===== src/rtl/core_arf_dbg_if.sv =====
// Front-panel command/response channel of the register-file debug controller.
interface core_arf_dbg_if;
    logic        cmd_valid_i;
    logic        cmd_ready_o;
    logic [1:0]  cmd_op_i;
    logic [3:0]  cmd_addr_i;
    logic [15:0] cmd_data_i;
    logic        rsp_valid_o;
    logic        rsp_ready_i;
    logic [3:0]  rsp_addr_o;
    logic [15:0] rsp_data_o;
    logic        rsp_err_o;

    modport slave (
        input  cmd_valid_i, cmd_op_i, cmd_addr_i, cmd_data_i, rsp_ready_i,
        output cmd_ready_o, rsp_valid_o, rsp_addr_o, rsp_data_o, rsp_err_o
    );

    modport master (
        output cmd_valid_i, cmd_op_i, cmd_addr_i, cmd_data_i, rsp_ready_i,
        input  cmd_ready_o, rsp_valid_o, rsp_addr_o, rsp_data_o, rsp_err_o
    );
endinterface


===== src/rtl/core_arf_dbg.sv =====
// Debug LOOK/DEPOSIT controller for the 16x16 architectural register file.
// Halts the core, performs one access, and holds the halt until the response is taken.
module core_arf_dbg #(
    parameter int unsigned TIMEOUT = 255
) (
    input  logic                  clk_i,
    input  logic                  rst_i,
    core_arf_dbg_if.slave         dbg,
    output logic                  halt_req_o,
    input  logic                  halted_i,
    output logic [3:0]            arf_r_addr_o,
    input  logic [15:0]           arf_r_data_i,
    output logic                  arf_w_en_o,
    output logic [3:0]            arf_w_addr_o,
    output logic [15:0]           arf_w_data_o
);

    typedef enum logic [1:0] {
        S_IDLE,
        S_HALT_WAIT,
        S_ACCESS,
        S_RESP
    } state_t;

    localparam logic [15:0] TO_LAST = 16'(TIMEOUT - 1);

    state_t      r_state;
    state_t      w_next;
    logic        r_dep;
    logic [3:0]  r_ptr;
    logic [3:0]  r_target;
    logic [15:0] r_data;
    logic [15:0] r_cnt;
    logic        r_halt_req;
    logic        r_rsp_valid;
    logic        r_rsp_err;
    logic [3:0]  r_rsp_addr;
    logic [15:0] r_rsp_data;

    logic        w_accept;
    logic        w_timeout;
    logic        w_r0_dep;

    assign w_accept  = (r_state == S_IDLE) && dbg.cmd_valid_i && !rst_i;
    assign w_timeout = (r_cnt == TO_LAST);
    assign w_r0_dep  = r_dep && (r_target == '0);

    always_ff @(posedge clk_i or posedge rst_i) begin
        if (rst_i) begin
            r_state <= S_IDLE;
        end else begin
            r_state <= w_next;
        end
    end

    always_comb begin
        w_next = r_state;
        case (r_state)
            S_IDLE: begin
                if (w_accept) w_next = S_HALT_WAIT;
            end
            S_HALT_WAIT: begin
                if (halted_i)       w_next = S_ACCESS;
                else if (w_timeout) w_next = S_RESP;
            end
            S_ACCESS: w_next = S_RESP;
            S_RESP: begin
                if (dbg.rsp_ready_i) w_next = S_IDLE;
            end
            default: w_next = S_IDLE;
        endcase
    end

    always_ff @(posedge clk_i or posedge rst_i) begin
        if (rst_i) begin
            r_dep       <= 1'b0;
            r_ptr       <= '0;
            r_target    <= '0;
            r_data      <= '0;
            r_cnt       <= '0;
            r_halt_req  <= 1'b0;
            r_rsp_valid <= 1'b0;
            r_rsp_err   <= 1'b0;
            r_rsp_addr  <= '0;
            r_rsp_data  <= '0;
        end else begin
            // halt stays requested from HALT_WAIT through the RESP handshake
            r_halt_req  <= (w_next != S_IDLE);
            r_rsp_valid <= (w_next == S_RESP);
            case (r_state)
                S_IDLE: begin
                    if (w_accept) begin
                        r_dep    <= dbg.cmd_op_i[0];
                        r_data   <= dbg.cmd_data_i;
                        r_target <= dbg.cmd_op_i[1] ? r_ptr + 4'd1 : dbg.cmd_addr_i;
                        r_cnt    <= '0;
                    end
                end
                S_HALT_WAIT: begin
                    if (!halted_i) begin
                        if (w_timeout) begin
                            r_rsp_err  <= 1'b1;
                            r_rsp_data <= '0;
                            r_rsp_addr <= r_target;
                        end else begin
                            r_cnt <= r_cnt + 16'd1;
                        end
                    end
                end
                S_ACCESS: begin
                    r_ptr      <= r_target;
                    r_rsp_addr <= r_target;
                    r_rsp_err  <= w_r0_dep;
                    if (w_r0_dep)   r_rsp_data <= '0;
                    else if (r_dep) r_rsp_data <= r_data;
                    else            r_rsp_data <= arf_r_data_i;
                end
                default: ;
            endcase
        end
    end

    assign dbg.cmd_ready_o = (r_state == S_IDLE) && !rst_i;
    assign dbg.rsp_valid_o = r_rsp_valid;
    assign dbg.rsp_addr_o  = r_rsp_addr;
    assign dbg.rsp_data_o  = r_rsp_data;
    assign dbg.rsp_err_o   = r_rsp_err;

    assign halt_req_o   = r_halt_req;
    assign arf_r_addr_o = r_target;
    assign arf_w_en_o   = (r_state == S_ACCESS) && r_dep && !w_r0_dep;
    assign arf_w_addr_o = r_target;
    assign arf_w_data_o = r_data;

endmodule

===== src/flat_wrapper.sv =====
// flat-port wrapper written by rule: the top's interface ports become plain ports
module core_arf_dbg_flat 
#(
    parameter int unsigned TIMEOUT = 255
)
  (clk_i, rst_i, halt_req_o, halted_i, arf_r_addr_o, arf_r_data_i, arf_w_en_o, arf_w_addr_o, arf_w_data_o, dbg_cmd_valid_i, dbg_cmd_op_i, dbg_cmd_addr_i, dbg_cmd_data_i, dbg_rsp_ready_i, dbg_cmd_ready_o, dbg_rsp_valid_o, dbg_rsp_addr_o, dbg_rsp_data_o, dbg_rsp_err_o);
  core_arf_dbg_if dbg_i ();
  input  logic clk_i;
  input  logic rst_i;
  output logic halt_req_o;
  input  logic halted_i;
  output logic [3:0] arf_r_addr_o;
  input  logic [15:0] arf_r_data_i;
  output logic arf_w_en_o;
  output logic [3:0] arf_w_addr_o;
  output logic [15:0] arf_w_data_o;
  input wire logic [$bits(dbg_i.cmd_valid_i)-1:0] dbg_cmd_valid_i;
  input wire logic [$bits(dbg_i.cmd_op_i)-1:0] dbg_cmd_op_i;
  input wire logic [$bits(dbg_i.cmd_addr_i)-1:0] dbg_cmd_addr_i;
  input wire logic [$bits(dbg_i.cmd_data_i)-1:0] dbg_cmd_data_i;
  input wire logic [$bits(dbg_i.rsp_ready_i)-1:0] dbg_rsp_ready_i;
  output wire logic [$bits(dbg_i.cmd_ready_o)-1:0] dbg_cmd_ready_o;
  output wire logic [$bits(dbg_i.rsp_valid_o)-1:0] dbg_rsp_valid_o;
  output wire logic [$bits(dbg_i.rsp_addr_o)-1:0] dbg_rsp_addr_o;
  output wire logic [$bits(dbg_i.rsp_data_o)-1:0] dbg_rsp_data_o;
  output wire logic [$bits(dbg_i.rsp_err_o)-1:0] dbg_rsp_err_o;
  assign dbg_i.cmd_valid_i = dbg_cmd_valid_i;
  assign dbg_i.cmd_op_i = dbg_cmd_op_i;
  assign dbg_i.cmd_addr_i = dbg_cmd_addr_i;
  assign dbg_i.cmd_data_i = dbg_cmd_data_i;
  assign dbg_i.rsp_ready_i = dbg_rsp_ready_i;
  assign dbg_cmd_ready_o = dbg_i.cmd_ready_o;
  assign dbg_rsp_valid_o = dbg_i.rsp_valid_o;
  assign dbg_rsp_addr_o = dbg_i.rsp_addr_o;
  assign dbg_rsp_data_o = dbg_i.rsp_data_o;
  assign dbg_rsp_err_o = dbg_i.rsp_err_o;
  core_arf_dbg #(.TIMEOUT(TIMEOUT)) u_core (.clk_i(clk_i), .rst_i(rst_i), .dbg(dbg_i), .halt_req_o(halt_req_o), .halted_i(halted_i), .arf_r_addr_o(arf_r_addr_o), .arf_r_data_i(arf_r_data_i), .arf_w_en_o(arf_w_en_o), .arf_w_addr_o(arf_w_addr_o), .arf_w_data_o(arf_w_data_o));
endmodule

===== config.mk =====
export PLATFORM = sky130hd
export DESIGN_NAME = core_arf_dbg_flat
export DESIGN_NICKNAME = d
export VERILOG_FILES = /design/src/rtl/core_arf_dbg_if.sv /design/src/rtl/core_arf_dbg.sv /design/src/flat_wrapper.sv
export SDC_FILE = /design/constraint.sdc
export NUM_CORES = 1
export LEC_CHECK = 0
export ABC_CLOCK_PERIOD_IN_PS = 2600
export CAP_MARGIN = 30
export CELL_PAD_IN_SITES_DETAIL_PLACEMENT = 0
export CELL_PAD_IN_SITES_GLOBAL_PLACEMENT = 1
export CORE_MARGIN = 2
export CORE_UTILIZATION = 25
export CTS_CLUSTER_SIZE = 20
export DETAILED_ROUTE_END_ITERATION = 7
export MAX_ROUTING_LAYER = met4
export PLACE_DENSITY_LB_ADDON = 0.1
export SKIP_LAST_GASP = 1
export SLEW_MARGIN = 20
export SYNTH_ARGS = -nofsm -noshare
export SYNTH_HDL_FRONTEND = slang
export SYNTH_SLANG_ARGS = --single-unit

===== constraint.sdc =====
create_clock -name clk_i -period 2.6 [get_ports clk_i]
set_input_delay 0.39 -clock clk_i [delete_from_list [all_inputs] [get_ports clk_i]]
set_output_delay 0.39 -clock clk_i [all_outputs]
set_load 0.02 [all_outputs]

-- Yosys cells after proc, flatten, opt, wreduce, memory -nomap -nowiden
Cells that the tools add are included.
Widths: inputs -> output; s select.
- shift-type cells: 0
- div/mod/pow operators: 0
- $mul: 0
- reductions and logical operators: 16
- multiplexer cells: 21
- bitwise operators: 0
- equality and inequality tests: 9
- add/sub/neg operators: 2
- $lt $le $gt $ge: 0
- operators by type and width (kind ; count):
    $mux 16 ; 7
    $pmux 16 s2 ; 2
    $add 16x1->16 const B ; 1
    $eq 16x8->1 const B ; 1
    $mux 4 ; 3
    $mux 2 ; 4
    $pmux 2 s4 ; 1
    $pmux 4 s2 ; 1
    $eq 2x2->1 const B ; 3
    $logic_and 1x1->1 ; 6
    $reduce_bool 2->1 ; 3
    $add 4x1->4 const B ; 1
    $logic_not 4->1 ; 1
    $ne 2x1->1 const B ; 2
    $ne 2x2->1 const B ; 2
    $reduce_and 4->1 ; 1
    $reduce_and 3->1 ; 1
    $eq 2x1->1 const B ; 1
    $logic_not 1->1 ; 2
    $logic_not 2->1 ; 1
    $mux 1 ; 2
    $pmux 1 s2 ; 1
    $reduce_and 2->1 ; 1
- bits in read-only memories: 0
- latch bits: 0
- memory bits (writable): 0
- memories kept: 0
- logic and storage cells: 59
- input bits: 43
- flip-flop bits (word level): 66
- output and inout bits: 49

-- Longest topological paths before layout
- depth after elaboration: 6
- depth in mapped cells: 8
- mapped depth without buffers: 7

-- Worst setup path after synthesis
No wires, ideal clock.
- path kind: input-to-reg
- start point: input port rst_i
- end point: register u_core.r_target[1] (netlist: u_core.arf_r_addr_o[1])
- path slack: -0.339 ns
- setup time: 0.141 ns
- path buffers: 1
- arrival time: 2.798 ns
- stages: 5
- cells stage by stage: inv_1 -> nand3_1 -> clkbuf_1 -> nand2_1 -> o21ai_0
- cells in the longest elaborated chain, start to end: 3
- RTL lines (item ; line ; source):
    start, declared ; flat_wrapper.sv:9 ; input logic rst_i;
    $logic_not 1->1 ; core_arf_dbg.sv:44 ; assign w_accept = (r_state == S_IDLE) && dbg.cmd_valid_i && !rst_i;
    $logic_and 1x1->1 ; core_arf_dbg.sv:44 ;
    $reduce_and 2->1 (no line) ; -- ;
    end signal, assigned ; core_arf_dbg.sv:95 ; r_target <= dbg.cmd_op_i[1] ? r_ptr + 4'd1 : dbg.cmd_addr_i;
    end, declared ; core_arf_dbg.sv:31 ; logic [3:0] r_target;
No other way between the ends.
A chain may end at the register's enable or synchronous reset.

-- Worst setup path in the final report
- start point: register u_core.r_target[0] (netlist: u_core.arf_r_addr_o[0])
- end point: output port arf_w_en_o
- cells in the longest elaborated chain, start to end: 4
- RTL lines (item ; line ; source):
    $logic_not 4->1 ; core_arf_dbg.sv:46 ; assign w_r0_dep = r_dep && (r_target == '0);
    $logic_and 1x1->1 ; core_arf_dbg.sv:46 ;
    $logic_not 1->1 ; core_arf_dbg.sv:131 ; assign arf_w_en_o = (r_state == S_ACCESS) && r_dep && !w_r0_dep;
    $logic_and 1x1->1 ; core_arf_dbg.sv:131 ;
    end, declared ; flat_wrapper.sv:14 ; output logic arf_w_en_o;
No other way between the ends.

==> results.sh <==
export IMPL_site_rows=40
export IMPL_yosys_most_used_dff="dfrtp_1"
export IMPL_postSynthNetCount=370
export IMPL_power_switching_share_pct=38.0
export IMPL_yosys_cell_count_top_type="nand2_1"
export IMPL_detail_route_iter0_violations=167
export IMPL_dieWidth_um=115
export IMPL_cts_num_sinks=66
export IMPL_count_of_port_buffers_added_during_placement=91
export IMPL_maximum_clock_path_buffer_count=2
export IMPL_synth_seq_area_share_pct=53.7
export IMPL_timing_critical_path_slowest_stage_cell="clkdlybuf4s50_1"
export IMPL_overflow=0
export IMPL_post_cts_repair_setup_buffers=0
export IMPL_slew_violations=0
export IMPL_syn_area_um2=3080
export IMPL_cell_count_post_placement=556
export IMPL_synthDominantAreaCellType="dfrtp_1"
export IMPL_synth_warning_count=0
export IMPL_critPathMaxStageDelay_ps=570
export IMPL_synth_common_cells="89 x nand2_1, 66 x dfrtp_1, 29 x o21ai_0"
export IMPL_start_util_pct=25.6
export IMPL_die_area_um2=13200
export IMPL_io_pin_count=92
export IMPL_critPathKind="flip-flop to output pin"
export IMPL_holdBufCountCts=0
export IMPL_clock_tree_from_tritoncts="done"
export IMPL_net_switching_power_mw=2.02
export IMPL_period_share_pct=95.0
export IMPL_netlist_instances=324
export IMPL_max_cap_violations=0
export IMPL_clkLatencyLatePin_ps=330
export IMPL_synth_cell_types=39
export IMPL_initial_antenna_violation_count=0
export IMPL_timing_final_ws_setup_ps=131
export IMPL_routed_via_count=2612
export IMPL_setup_violations_final=0
export IMPL_timing_hold_violations_final=0
export IMPL_die_boundary_height_um=115
export IMPL_max_slew_worst_pin_slew_ps=564
export IMPL_period_minus_slack_ps=2470
export IMPL_layout_drive_gt1_share_pct=8.27
export IMPL_setup_tns_ps=0
export IMPL_p_clk_share_pct=22.9
export IMPL_synth_async_sr_flop_share_pct=100
export IMPL_grt_setup_unrepaired="no"
export IMPL_detailedPlace_worstSlack_ps=114
export IMPL_fmaxAchievable_mhz=405
export IMPL_h_tree_depth=3
export IMPL_wirelength_mm=8.88
export IMPL_maxSlewHeadroom_pct=62.4
export IMPL_clkSlewWorstSetupHoldPaths_ps=60
export IMPL_skew_ps=6.51
export IMPL_worstPathCellList="or3_1, o31ai_2, nor2_1, clkdlybuf4s50_1"
export IMPL_drtAntennaViolNets=0
export IMPL_vias_in_the_first_global_route=2626
export IMPL_worst_endpoint_arrival_ps=2080
export IMPL_static_leakage_power_nw=2.02
export IMPL_final_cell_count_without_fillers=570
export IMPL_routabilityCongestion=0.718
export IMPL_hold_path_class="flip-flop to flip-flop"
export IMPL_combPwrFrac_pct=43.9
export IMPL_hpwl_mm=6.20
export IMPL_ir_drop_mv=0.381
export IMPL_first_pass_iters=4
export IMPL_design_final_nets=466
export IMPL_power_density_nw_per_um2=1180
export IMPL_synthDominantCellAreaShare_pct=53.7
export IMPL_critical_path_required_ps=2210
export IMPL_layout_area_overhead_vs_synth_pct=46.2
export IMPL_worstSetupStartpointType="flip-flop"
export IMPL_cts_root_buffer_cell="clkbuf_16"
export IMPL_outcome="complete, no violations"
export IMPL_yosys_register_bits=66
export IMPL_synth_enable_flop_cells=0
export IMPL_globalRouteTotalUtil_pct=14.6
export IMPL_netlist_top_cells_area="dfrtp_1 54%, nand2_1 11%, mux2i_1 6.2%, o21ai_0 4.7%, xor2_1 2.0%"
export IMPL_cts_buffers_inserted=9
export IMPL_insertedDiodeCount=0
export IMPL_placeableCoreArea_um2=12000
export IMPL_grt_first_pass_wirelength_mm=14.3
export IMPL_post_drt_wl_per_cell_um=15.6
export IMPL_drc_errors_left=0
export IMPL_maximum_number_of_pins_on_one_net_before_global_route_repair=43
export IMPL_avgSynthCellArea_um2=9.49
export IMPL_pwr_share_seq_pct=33.3
export IMPL_viasPerCell=4.58
export IMPL_cp_end_kind="output pin"
export IMPL_crit_fanout=6
export IMPL_n_fill_cell=1221
export IMPL_internal_power_mw=3.29
export IMPL_cts_repair_resize_count=0
## power by group through the flow
stage / registers, mW / clock network, mW / logic [mW]
finish: 1.77 / 1.21 / 2.33
global route: 1.83 / 1.29 / 2.54
CTS: 1.77 / 1.25 / 2.38
detailed placement: 1.79 / 0 / 2.37
global placement: 1.78 / 0 / 2.36
floorplan: 2.07 / 0 / 0.953
## layer usage
metal  routed length, um  share of wire [%]  up-vias  track usage [%]
li1                    -                  -     1282                -
met1                4360                 49     1263             19.6
met2                4080                 46       60             21.6
met3                 353                4.0        7             3.32
met4                  93                1.0        0             5.30
met5                   0                  0        -                -
## worst max-delay path: cells and delay by family, from the launching register on
family / cells / cell delay [ps]
and+or+nand+nor: 2 / 480
DFF: 1 / 440
buffers and inverters: 1 / 570
AOI/OAI and AO/OA: 1 / 270
## sequential cells by signal (all words and copies together), names as in the netlist
name	count
u_core.dbg.rsp_err_o	1
u_core.arf_r_addr_o	4
u_core.halt_req_o	1
u_core.arf_w_data_o	16
u_core.r_ptr	4
u_core.dbg.rsp_valid_o	1
u_core.r_cnt	16
u_core.r_state	2
u_core.dbg.rsp_data_o	16
u_core.dbg.rsp_addr_o	4
u_core.r_dep	1
## metrics by stage
stage	hold WS (ps)	instance area [um^2]	power [mW]	utilization, %
floorplan	466	3080	3.02	-
global placement	465	4200	4.14	35.0
detailed placement	473	4200	4.16	35.0
CTS	486	4500	5.41	37.4
global route	503	4500	5.67	37.4
finish	481	4500	5.31	37.4
## path summary, 6_finish.rpt
| kind | startpoint | end | slack, ps | cells after the start |
|---|---|---|---|---|
| setup / recovery | u_core.arf_r_addr_o[0] | arf_w_en_o | 130 | 4 |
| hold / removal | u_core.dbg.rsp_data_o[6] | u_core.dbg.rsp_data_o[6] | 480 | 2 |
| setup reg to reg | u_core.r_cnt[0] | u_core.r_cnt[3] | 400 | 8 |
| hold reg to reg | u_core.dbg.rsp_data_o[6] | u_core.dbg.rsp_data_o[6] | 480 | 2 |
| max in group asynchronous | rst_i | u_core.arf_w_data_o[1] | 1480 | 4 |
| min in group asynchronous | rst_i | u_core.dbg.rsp_addr_o[1] | 630 | 4 |
## cell families (layout without fill, tap and decap cells)
family / after synthesis / count (layout) / share of synthesized area (%)
flip-flops: 66 / 66 / 53.7
adder cells (fa/ha/maj): 3 / 3 / 1.22
AO/OA/AOI/OAI: 47 / 47 / 8.67
AND/OR/NAND/NOR: 148 / 148 / 22.0
buffers and inverters: 28 / 127 / 4.23
XOR/XNOR: 9 / 9 / 2.56
multiplexers: 23 / 23 / 7.65
## layout make-up
class	instances	area, um^2	area share, %
clock buffers	11	253	5.62
inverters	7	30.0	0.668
multi-input cells	230	1300	29.0
clock inverters	3	40.0	0.890
flip-flops and latches	66	1650	36.7
well taps	147	184	4.09
repair buffers	106	1040	23.0
## layout by cell type (no fill, tap or decap), types with 7 or more instances in the layout
master           count
o21ai_0             29
nand3_1             11
nor2_1              12
clkbuf_16            9
nand2_1             89
dfrtp_1             66
xor2_1               7
mux2i_1             19
nand4_1              8
buf_4               14
clkdlybuf4s50_1     91
(Power assumes the default switching activity.)
